===== config.mk =====
export PLATFORM = sky130hd
export DESIGN_NAME = mul_div_unit
export DESIGN_NICKNAME = d
export VERILOG_FILES = /design/src/rtl/md_pkg.sv /design/src/rtl/mul_div_unit_div_iter.sv /design/src/rtl/mul_div_unit.sv
export SDC_FILE = /design/constraint.sdc
export NUM_CORES = 2
export LEC_CHECK = 0
export BUFFER_PORTS_ARGS = -buffer_cell sky130_fd_sc_hd__buf_2
export CAP_MARGIN = 20
export CORE_UTILIZATION = 55
export DETAILED_ROUTE_END_ITERATION = 8
export PLACE_DENSITY = 0.72
export SLEW_MARGIN = 15
export SYNTH_ARGS = -nofsm -noshare
export SYNTH_HDL_FRONTEND = slang
export SYNTH_SLANG_ARGS = --single-unit

===== constraint.sdc =====
create_clock -name clk -period 13.2 [get_ports clk]
set_input_delay 0.66 -clock clk [delete_from_list [all_inputs] [get_ports clk]]
set_output_delay 0.66 -clock clk [all_outputs]
set_load 0.05 [all_outputs]

===== src/rtl/md_pkg.sv =====
// Shared op codes, FSM state type and op-decode helpers for the multiply/divide unit.
package md_pkg;

  localparam logic [2:0] OP_MULT  = 3'd0;
  localparam logic [2:0] OP_MULTU = 3'd1;
  localparam logic [2:0] OP_DIV   = 3'd2;
  localparam logic [2:0] OP_DIVU  = 3'd3;
  localparam logic [2:0] OP_MTHI  = 3'd4;
  localparam logic [2:0] OP_MTLO  = 3'd5;

  typedef enum logic [1:0] {IDLE, MUL, DIV, FIX} state_t;

  function automatic logic is_signed(input logic [2:0] op);
    return (op == OP_MULT) || (op == OP_DIV);
  endfunction

  function automatic logic is_div(input logic [2:0] op);
    return (op == OP_DIV) || (op == OP_DIVU);
  endfunction

  function automatic logic is_mul(input logic [2:0] op);
    return (op == OP_MULT) || (op == OP_MULTU);
  endfunction

endpackage


===== src/rtl/mul_div_unit_div_iter.sv =====
// Restoring divider on unsigned magnitudes, one quotient bit per cycle.
module md_div_iter #(
  parameter int WIDTH = 32
) (
  input  logic             clk,
  input  logic             resetn,
  input  logic             start,
  input  logic             cancel,
  input  logic [WIDTH-1:0] dividend,
  input  logic [WIDTH-1:0] divisor,
  output logic [WIDTH-1:0] quotient,
  output logic [WIDTH-1:0] remainder,
  output logic             finish
);

  localparam int CW = (WIDTH > 1) ? $clog2(WIDTH) : 1;

  logic             running;
  logic [CW-1:0]    cnt;
  logic [WIDTH-1:0] dsr;
  logic [WIDTH:0]   shifted;
  logic [WIDTH:0]   trial;

  // finish flags the edge that performs the last quotient bit
  assign finish  = running && (cnt == '0);
  assign shifted = {remainder, quotient[WIDTH-1]};
  assign trial   = shifted - {1'b0, dsr};

  always_ff @(posedge clk or negedge resetn) begin
    if (!resetn) begin
      running   <= 1'b0;
      cnt       <= '0;
      dsr       <= '0;
      quotient  <= '0;
      remainder <= '0;
    end else if (cancel) begin
      running <= 1'b0;
    end else if (start) begin
      running   <= 1'b1;
      cnt       <= CW'(WIDTH - 1);
      dsr       <= divisor;
      quotient  <= dividend;
      remainder <= '0;
    end else if (running) begin
      if (!trial[WIDTH]) begin
        remainder <= trial[WIDTH-1:0];
        quotient  <= {quotient[WIDTH-2:0], 1'b1};
      end else begin
        remainder <= shifted[WIDTH-1:0];
        quotient  <= {quotient[WIDTH-2:0], 1'b0};
      end
      if (cnt == '0) running <= 1'b0;
      else           cnt     <= cnt - CW'(1);
    end
  end

endmodule


===== src/rtl/mul_div_unit.sv =====
// Multi-cycle multiply/divide unit with architectural HI/LO registers.
import md_pkg::*;

module mul_div_unit #(
  parameter int WIDTH         = 32,
  parameter bit MUL_ITERATIVE = 1'b0
) (
  input  logic             clk,
  input  logic             resetn,
  input  logic             req_valid,
  output logic             req_ready,
  input  logic [2:0]       req_op,
  input  logic [WIDTH-1:0] req_src1,
  input  logic [WIDTH-1:0] req_src2,
  input  logic             cancel,
  output logic             busy,
  output logic             done,
  output logic [WIDTH-1:0] hi,
  output logic [WIDTH-1:0] lo
);

  localparam int CW = (WIDTH > 1) ? $clog2(WIDTH) : 1;

  state_t             state;
  logic               accept, a_neg, b_neg;
  logic               neg_q, neg_r, div_zero, div_finish;
  logic [WIDTH-1:0]   in_mag_a, in_mag_b, src1_q;
  logic [WIDTH-1:0]   q_mag, r_mag, q_fix, r_fix;
  logic [WIDTH-1:0]   mplier;
  logic [2*WIDTH-1:0] mcand, acc, acc_nxt, prod_mag, prod;
  logic [CW-1:0]      cnt;

  assign req_ready = (state == IDLE) && !cancel;
  assign accept    = req_valid && req_ready;

  always_comb begin
    a_neg    = is_signed(req_op) && req_src1[WIDTH-1];
    b_neg    = is_signed(req_op) && req_src2[WIDTH-1];
    in_mag_a = a_neg ? -req_src1 : req_src1;
    in_mag_b = b_neg ? -req_src2 : req_src2;
    acc_nxt  = mplier[0] ? acc + mcand : acc;
    prod_mag = MUL_ITERATIVE ? acc_nxt : mcand * {{WIDTH{1'b0}}, mplier};
    prod     = neg_q ? -prod_mag : prod_mag;
    q_fix    = neg_q ? -q_mag : q_mag;
    r_fix    = neg_r ? -r_mag : r_mag;
  end

  md_div_iter #(.WIDTH(WIDTH)) u_div (
    .clk       (clk),
    .resetn    (resetn),
    .start     (accept && is_div(req_op)),
    .cancel    (cancel),
    .dividend  (in_mag_a),
    .divisor   (in_mag_b),
    .quotient  (q_mag),
    .remainder (r_mag),
    .finish    (div_finish)
  );

  always_ff @(posedge clk or negedge resetn) begin
    if (!resetn) begin
      state    <= IDLE;
      busy     <= 1'b0;
      done     <= 1'b0;
      hi       <= '0;
      lo       <= '0;
      neg_q    <= 1'b0;
      neg_r    <= 1'b0;
      div_zero <= 1'b0;
      src1_q   <= '0;
      mcand    <= '0;
      mplier   <= '0;
      acc      <= '0;
      cnt      <= '0;
    end else begin
      done <= 1'b0;
      if (cancel) begin
        state <= IDLE;
        busy  <= 1'b0;
      end else begin
        case (state)
          IDLE: if (accept) begin
            neg_q    <= a_neg ^ b_neg;
            neg_r    <= a_neg;
            div_zero <= (req_src2 == '0);
            src1_q   <= req_src1;
            mcand    <= {{WIDTH{1'b0}}, in_mag_a};
            mplier   <= in_mag_b;
            acc      <= '0;
            cnt      <= CW'(WIDTH - 1);
            if (is_mul(req_op)) begin
              state <= MUL;
              busy  <= 1'b1;
            end else if (is_div(req_op)) begin
              state <= DIV;
              busy  <= 1'b1;
            end else begin
              if (req_op == OP_MTHI) hi <= req_src1;
              if (req_op == OP_MTLO) lo <= req_src1;
              done <= 1'b1;
            end
          end
          MUL: begin
            // iterative mode folds the last partial product into the write edge
            if (!MUL_ITERATIVE || cnt == '0) begin
              hi    <= prod[2*WIDTH-1:WIDTH];
              lo    <= prod[WIDTH-1:0];
              done  <= 1'b1;
              busy  <= 1'b0;
              state <= IDLE;
            end else begin
              acc    <= acc_nxt;
              mcand  <= mcand << 1;
              mplier <= mplier >> 1;
              cnt    <= cnt - CW'(1);
            end
          end
          DIV: if (div_finish) state <= FIX;
          FIX: begin
            if (div_zero) begin
              hi <= src1_q;
              lo <= '1;
            end else begin
              hi <= r_fix;
              lo <= q_fix;
            end
            done  <= 1'b1;
            busy  <= 1'b0;
            state <= IDLE;
          end
          default: state <= IDLE;
        endcase
      end
    end
  end

endmodule


# Word-level counts from Yosys, hierarchy flattened
# Cells that the tools add are included.
[classes]
n_addsub = 7
mul = 1
n_eq_ne = 17
muxes = 46
bitwise_logic = 2
reduce_logical = 26
[ops]
columns = ["op", "count"]
rows = [
  ["$mux W32", 19],
  ["$pmux W32 S3", 2],
  ["$neg A32 Y32", 4],
  ["$mul A32 B32 Y64", 1],
  ["$mux W64", 1],
  ["$neg A64 Y64", 1],
  ["$sub A33 B32 Y33", 1],
  ["$logic_not A32 Y1", 1],
  ["$mux W5", 3],
  ["$mux W1", 13],
  ["$reduce_and A3 Y1", 4],
  ["$reduce_and A6 Y1", 2],
  ["$mux W2", 5],
  ["$eq A3 B2 Y1 const B", 2],
  ["$eq A3 B3 Y1 const B", 2],
  ["$logic_and A1 B1 Y1", 6],
  ["$ne A2 B1 Y1 const B", 3],
  ["$ne A2 B2 Y1 const B", 3],
  ["$ne A3 B3 Y1 const B", 2],
  ["$pmux W2 S3", 1],
  ["$reduce_bool A3 Y1", 2],
  ["$logic_not A5 Y1", 1],
  ["$sub A5 B1 Y5 const B", 1],
  ["$eq A2 B2 Y1 const B", 2],
  ["13 further kinds", 17],
]
[totals]
reg_bits = 269
out_inout_bits = 67
word_cells = 115

# Logic depth before layout (Yosys ltp)
[logic_depth]
depth_word = 7
ltp_mapped = 32
mapped_depth_nobuf = 29

# Cells and area by module
# A second synthesis with hierarchy kept.
[unflattened]
hier_cells = 6098
hier_area_um2 = 52056.2
[by_module_without_submodules]
columns = ["mod", "instances", "cells_per_inst", "area_per_inst_um2", "seq_area_each_um2"]
rows = [
  ["mul_div_unit", 1, 5409, 45900.3, 4154.0],
  ["md_div_iter", 1, 689, 6155.9, 2552.4],
]

# Least setup slack after synthesis
# Ideal clock, no wire load.
[synth_timing]
path_type = "register to register"
from = "register mplier[8]"
to = "register hi[29]"
arrival_time_ns = 8.123
path_slack_ns = 4.951
path_stages_with_launch = 29
synth_period_minus_slack_ns = 8.249
path_cell_list = "dfrtp_1 clkbuf_1 nand2_1 fa_1 fa_1 fa_1 fa_1 inv_1 fa_1 fa_1 fa_1 inv_1 fa_1 inv_1 ha_1 clkbuf_1 a21oi_1 nor2b_1 o21a_1 or3_1 or4_1 buf_2 a211o_1 and3_1 nor3b_2 nand4b_1 o31ai_1 xor2_1 o21ai_1"
[synth_between]
elab_chain_cells = 4
[synth_lines]
columns = ["item", "line", "rtl"]
rows = [
  ["start, declared", "mul_div_unit.sv:29", "logic [WIDTH-1:0] mplier;"],
  ["start signal, assigned", "mul_div_unit.sv:88", "mplier <= in_mag_b;"],
  ["start signal, assigned", "mul_div_unit.sv:114", "mplier <= mplier >> 1;"],
  ["$mul A32 B32 Y64 *", "mul_div_unit.sv:42", "prod_mag = MUL_ITERATIVE ? acc_nxt : mcand * {{WIDTH{1'b0}}, mplier};"],
  ["$neg A64 Y64", "mul_div_unit.sv:43", "prod = neg_q ? -prod_mag : prod_mag;"],
  ["$mux W64 *", "mul_div_unit.sv:43", ""],
  ["$pmux W32 S3 *", "mul_div_unit.sv:81", "case (state)"],
  ["end signal, assigned", "mul_div_unit.sv:98", "if (req_op == OP_MTHI) hi <= req_src1;"],
  ["end signal, assigned", "mul_div_unit.sv:106", "hi <= prod[2*WIDTH-1:WIDTH];"],
  ["end signal, assigned", "mul_div_unit.sv:121", "hi <= src1_q;"],
  ["end, declared", "mul_div_unit.sv:18", "output logic [WIDTH-1:0] hi,"],
]
# Every way passes the cells marked *; elsewhere a longest branch is shown, timed or not.
# A chain may end at the register's enable or synchronous reset.

# Final worst setup path
[layout_timing]
from = "register mcand[24]"
to = "register hi[29]"
[layout_between]
elab_chain_cells = 4
[layout_lines]
columns = ["item", "line", "rtl"]
rows = [
  ["start, declared", "mul_div_unit.sv:30", "logic [2*WIDTH-1:0] mcand, acc, acc_nxt, prod_mag, prod;"],
  ["start signal, assigned", "mul_div_unit.sv:87", "mcand <= {{WIDTH{1'b0}}, in_mag_a};"],
  ["start signal, assigned", "mul_div_unit.sv:113", "mcand <= mcand << 1;"],
  ["$mul A32 B32 Y64 *", "mul_div_unit.sv:42", ""],
  ["$neg A64 Y64", "mul_div_unit.sv:43", ""],
  ["$mux W64 *", "mul_div_unit.sv:43", ""],
  ["$pmux W32 S3 *", "mul_div_unit.sv:81", ""],
]
# Marks and branches as above.

==> summary.md <==
| Metric | Value |
|---|---|
| Top FF cell, synth | `dfrtp_1` |
| Mapped Avg Cell Area | `8.72 sq um` |
| Yosys cell types | `93` |
| Critical path's largest stage delay | `0.98 ns` |
| Final Hold Viols | `0` |
| Port bufs | `137` |
| Clock latency on the worst-skew pair | `0.60 ns` |
| Area growth, synth to finish | `4.99%` |
| Antenna Nets Post-Route | `0` |
| Cell Area, Synth | `51000 sq um` |
| Die footprint | `94000 sq um` |
| Worst Reg-to-Reg Cells | `24` |
| HPWL after DPL | `117 mm` |
| Grt total ovfl | `0` |
| Diode count | `0` |
| Tightest Pin Transition | `1.08 ns` |
| Cell Area, Placed | `52600 sq um` |
| Post-route cell area | `53600 sq um` |
| Crit end category | `flip-flop` |
| Worst min path class | `in2async` |
| Total wire length | `147 mm` |
| Starting Density | `0.556` |
| Final setup viols | `0` |
| Origin of the critical flop-to-flop path | `mcand[24]$_DFFE_PN0P_` |
| RD Place Congestion | `0.983` |
| H-tree lvl count | `1` |
| WL/cell | `20.9 microns` |
| Status | `finished clean` |
| Core outline area | `91800 sq um` |
| MaxCap Viol Count | `0` |
| Worst-path clk slew | `0.07 ns` |
| Post_cts resized | `0` |
| Pre-antenna DRT Iters | `8` |
| Sink Count | `268` |
| CP top delay family | `adder cells` |
| Flop-to-flop setup slack | `3.45 ns` |
| Post-synth EDFFs | `0` |
| Slowest CP cell | `dfrtp_1` |
| Die H | `307 microns` |
| Worst setup path category | `reg2reg` |
| Register bit total from synthesis | `268` |
| Num CTS Buffers | `29` |
| CP required | `13.65 ns` |
| Critical path cell sequence | `and2_1, fa_1, fa_1, fa_1, inv_1, fa_1, inv_1, fa_1, fa_1, fa_1, fa_1, ha_1, nand2_1, o21ai_0, a211oi_1, o21ai_0, o31ai_2, o311ai_0, o211ai_1, nor3b_2, nand4b_1, o31ai_1, xor2_1, o21ai_1` |
| Vias post-DR | `40.8k` |
| FP Rows | `111` |
| Initial antenna violation count | `8` |
| Clock skew | `0.0471 ns` |
| GRT Total Usage | `0.321` |
| Capture point of the worst reg-to-reg path | `hi[29]$_DFFE_PN0P_` |
| Minimum clock period | `9.75 ns` |
| Post-synth ARST share | `1.00` |
| DRC Markers | `0` |
| DIE WIDTH | `307 microns` |
| Largest net degree at the start of global routing | `105` |
| CP dominant cell by count | `fa_1` |
| Final nets | `7026` |
| Post-CTS setup buffer count | `0` |
| Sequential area share after synthesis | `0.131` |
| Worst Path Arrival | `10.20 ns` |
| CP Buf/Inv Count | `2` |
| Warnings, synthesis | `0` |
| Fmax | `103 MHz` |
| Initial drt markers | `3140` |
| Total negative slack | `0 ns` |
| Net Count, Synth | `7124` |
| RSZ-0062 raised after global routing | `false` |
| CTS Hold Buffers Added | `0` |
| Vias per cell | `5.81` |
| Fin crit share | `0.738` |
| Crit-path max FO | `23` |
| Slew headroom | `0.280` |
| First-pass GRT wire length | `237 mm` |
| Maximum root-to-sink buffer count | `3` |
| Critical path launch point type | `flip-flop` |
| I/O Pins | `138` |
| Number of global-route vias before repair | `42.4k` |
| Root Driver | `clkbuf_16` |
| CTS tree | `yes` |
| Cells after synthesis | `5854` |
| Pins Over Slew Limit | `0` |
| Layout cells sized above 1 | `0.0544` |
| Layout fillers | `8197` |
sequential cells by signal (all words and copies together) (netlist names), 2 cells and up:
signal,flops
u_div.dsr,32
lo,32
src1_q,32
state,2
mplier,32
u_div.cnt,5
hi,32
mcand,31
u_div.quotient,32
u_div.remainder,32
synth_stat cells, drive strengths merged (28+ instances only):
| master | instances | area [sq um] |
|---|---|---|
| inv | 924 | 3470 |
| a211oi | 43 | 328 |
| a31oi | 51 | 325 |
| xnor2 | 171 | 1500 |
| clkbuf | 333 | 1250 |
| ha | 302 | 3780 |
| o221ai | 31 | 272 |
| o21ai | 303 | 1520 |
| nor2 | 181 | 679 |
| xor2 | 78 | 683 |
| nor3 | 43 | 215 |
| a21o | 56 | 420 |
| o31ai | 44 | 340 |
| fa | 897 | 18000 |
| dfrtp | 268 | 6710 |
| a21oi | 217 | 1100 |
| or3 | 28 | 180 |
| nand2 | 844 | 3170 |
| mux2i | 34 | 340 |
| nand3 | 30 | 150 |
| and2 | 628 | 3930 |
per-stage QoR:
step | utilization | cells | worst slack (ns) | hold WS [ns]
finish | 0.584 | 7020 | 3.45 | 0.107
global route | 0.584 | 7020 | 2.86 | 0.135
CTS | 0.583 | 7015 | 3.31 | 0.111
detailed placement | 0.573 | 6963 | 3.40 | 0.459
global placement | 0.573 | 6963 | 3.49 | 0.454
floorplan | - | 5854 | 4.95 | 0.364
cell type report:
type,count,area (sq um),share of cell area
Clock inverter,9,63.8,0.00119
Inverter,925,3470,0.0648
Timing Repair Buffer,220,1370,0.0256
Multi-Input combinational cell,4312,39600,0.738
Sequential cell,268,6710,0.125
Clock buffer,43,838,0.0156
Tap cell,1243,1560,0.0290
how the worst max path moves through the flow:
| stage | startpoint | slack, ns | depth (start not counted) | end |
|---|---|---|---|---|
| CTS | mcand[21]$_DFFE_PN0P_ | 3.31 | 23 | hi[29]$_DFFE_PN0P_ |
| global placement | mcand[16]$_DFFE_PN0P_ | 3.49 | 26 | hi[28]$_DFFE_PN0P_ |
| finish | mcand[24]$_DFFE_PN0P_ | 3.45 | 24 | hi[29]$_DFFE_PN0P_ |
| detailed placement | mcand[21]$_DFFE_PN0P_ | 3.40 | 23 | hi[29]$_DFFE_PN0P_ |
| global route | mcand[24]$_DFFE_PN0P_ | 2.86 | 26 | hi[30]$_DFFE_PN0P_ |
| floorplan | mplier[8]$_DFFE_PN0P_ | 4.95 | 28 | hi[29]$_DFFE_PN0P_ |
layer usage:
metal	part of all wire	global-route usage	routed length, microns	vias up
li1	-	-	-	18200
met1	0.42	0.452	61400	20600
met2	0.46	0.515	67300	1752
met3	0.083	0.0416	12200	285
met4	0.038	0.110	5530	4
met5	0.00018	0	27	-
logic make-up (layout without fill, tap and decap cells):
logic type | count (synthesis) | after routing | share of synthesized area
fa+ha+maj | 1199 | 1199 | 0.426
simple gates | 1921 | 1921 | 0.186
xor+xnor | 249 | 249 | 0.0427
mux | 37 | 37 | 0.00733
flops | 268 | 268 | 0.131
compound gates | 906 | 906 | 0.112
buf+inv | 1274 | 1197 | 0.0942
cell usage in the layout (no fill, tap or decap), types with 22 or more instances in the layout:
master | Yosys | layout
inv_1 | 923 | 923
fa_1 | 897 | 897
nand2_1 | 844 | 843
and2_1 | 627 | 628
ha_1 | 302 | 302
o21ai_0 | 280 | 280
dfrtp_1 | 268 | 264
a21oi_1 | 214 | 214
nor2_1 | 181 | 178
xnor2_1 | 171 | 171
buf_2 | 10 | 136
xor2_1 | 78 | 78
buf_4 | 0 | 78
a21o_1 | 56 | 56
a31oi_1 | 50 | 50
nor3_1 | 43 | 42
o31ai_1 | 42 | 42
a211oi_1 | 42 | 42
mux2i_1 | 34 | 34
o221ai_1 | 31 | 31
nand3_1 | 30 | 29
clkbuf_16 | 0 | 29
or3_1 | 27 | 26
o211ai_1 | 25 | 25
nand2b_1 | 24 | 24
nand4_1 | 22 | 22
o21ai_1 | 22 | 22
Power is left out: the tool's default activity adds up to more than one toggle a clock period on the data nets, which glitch-free logic cannot reach.
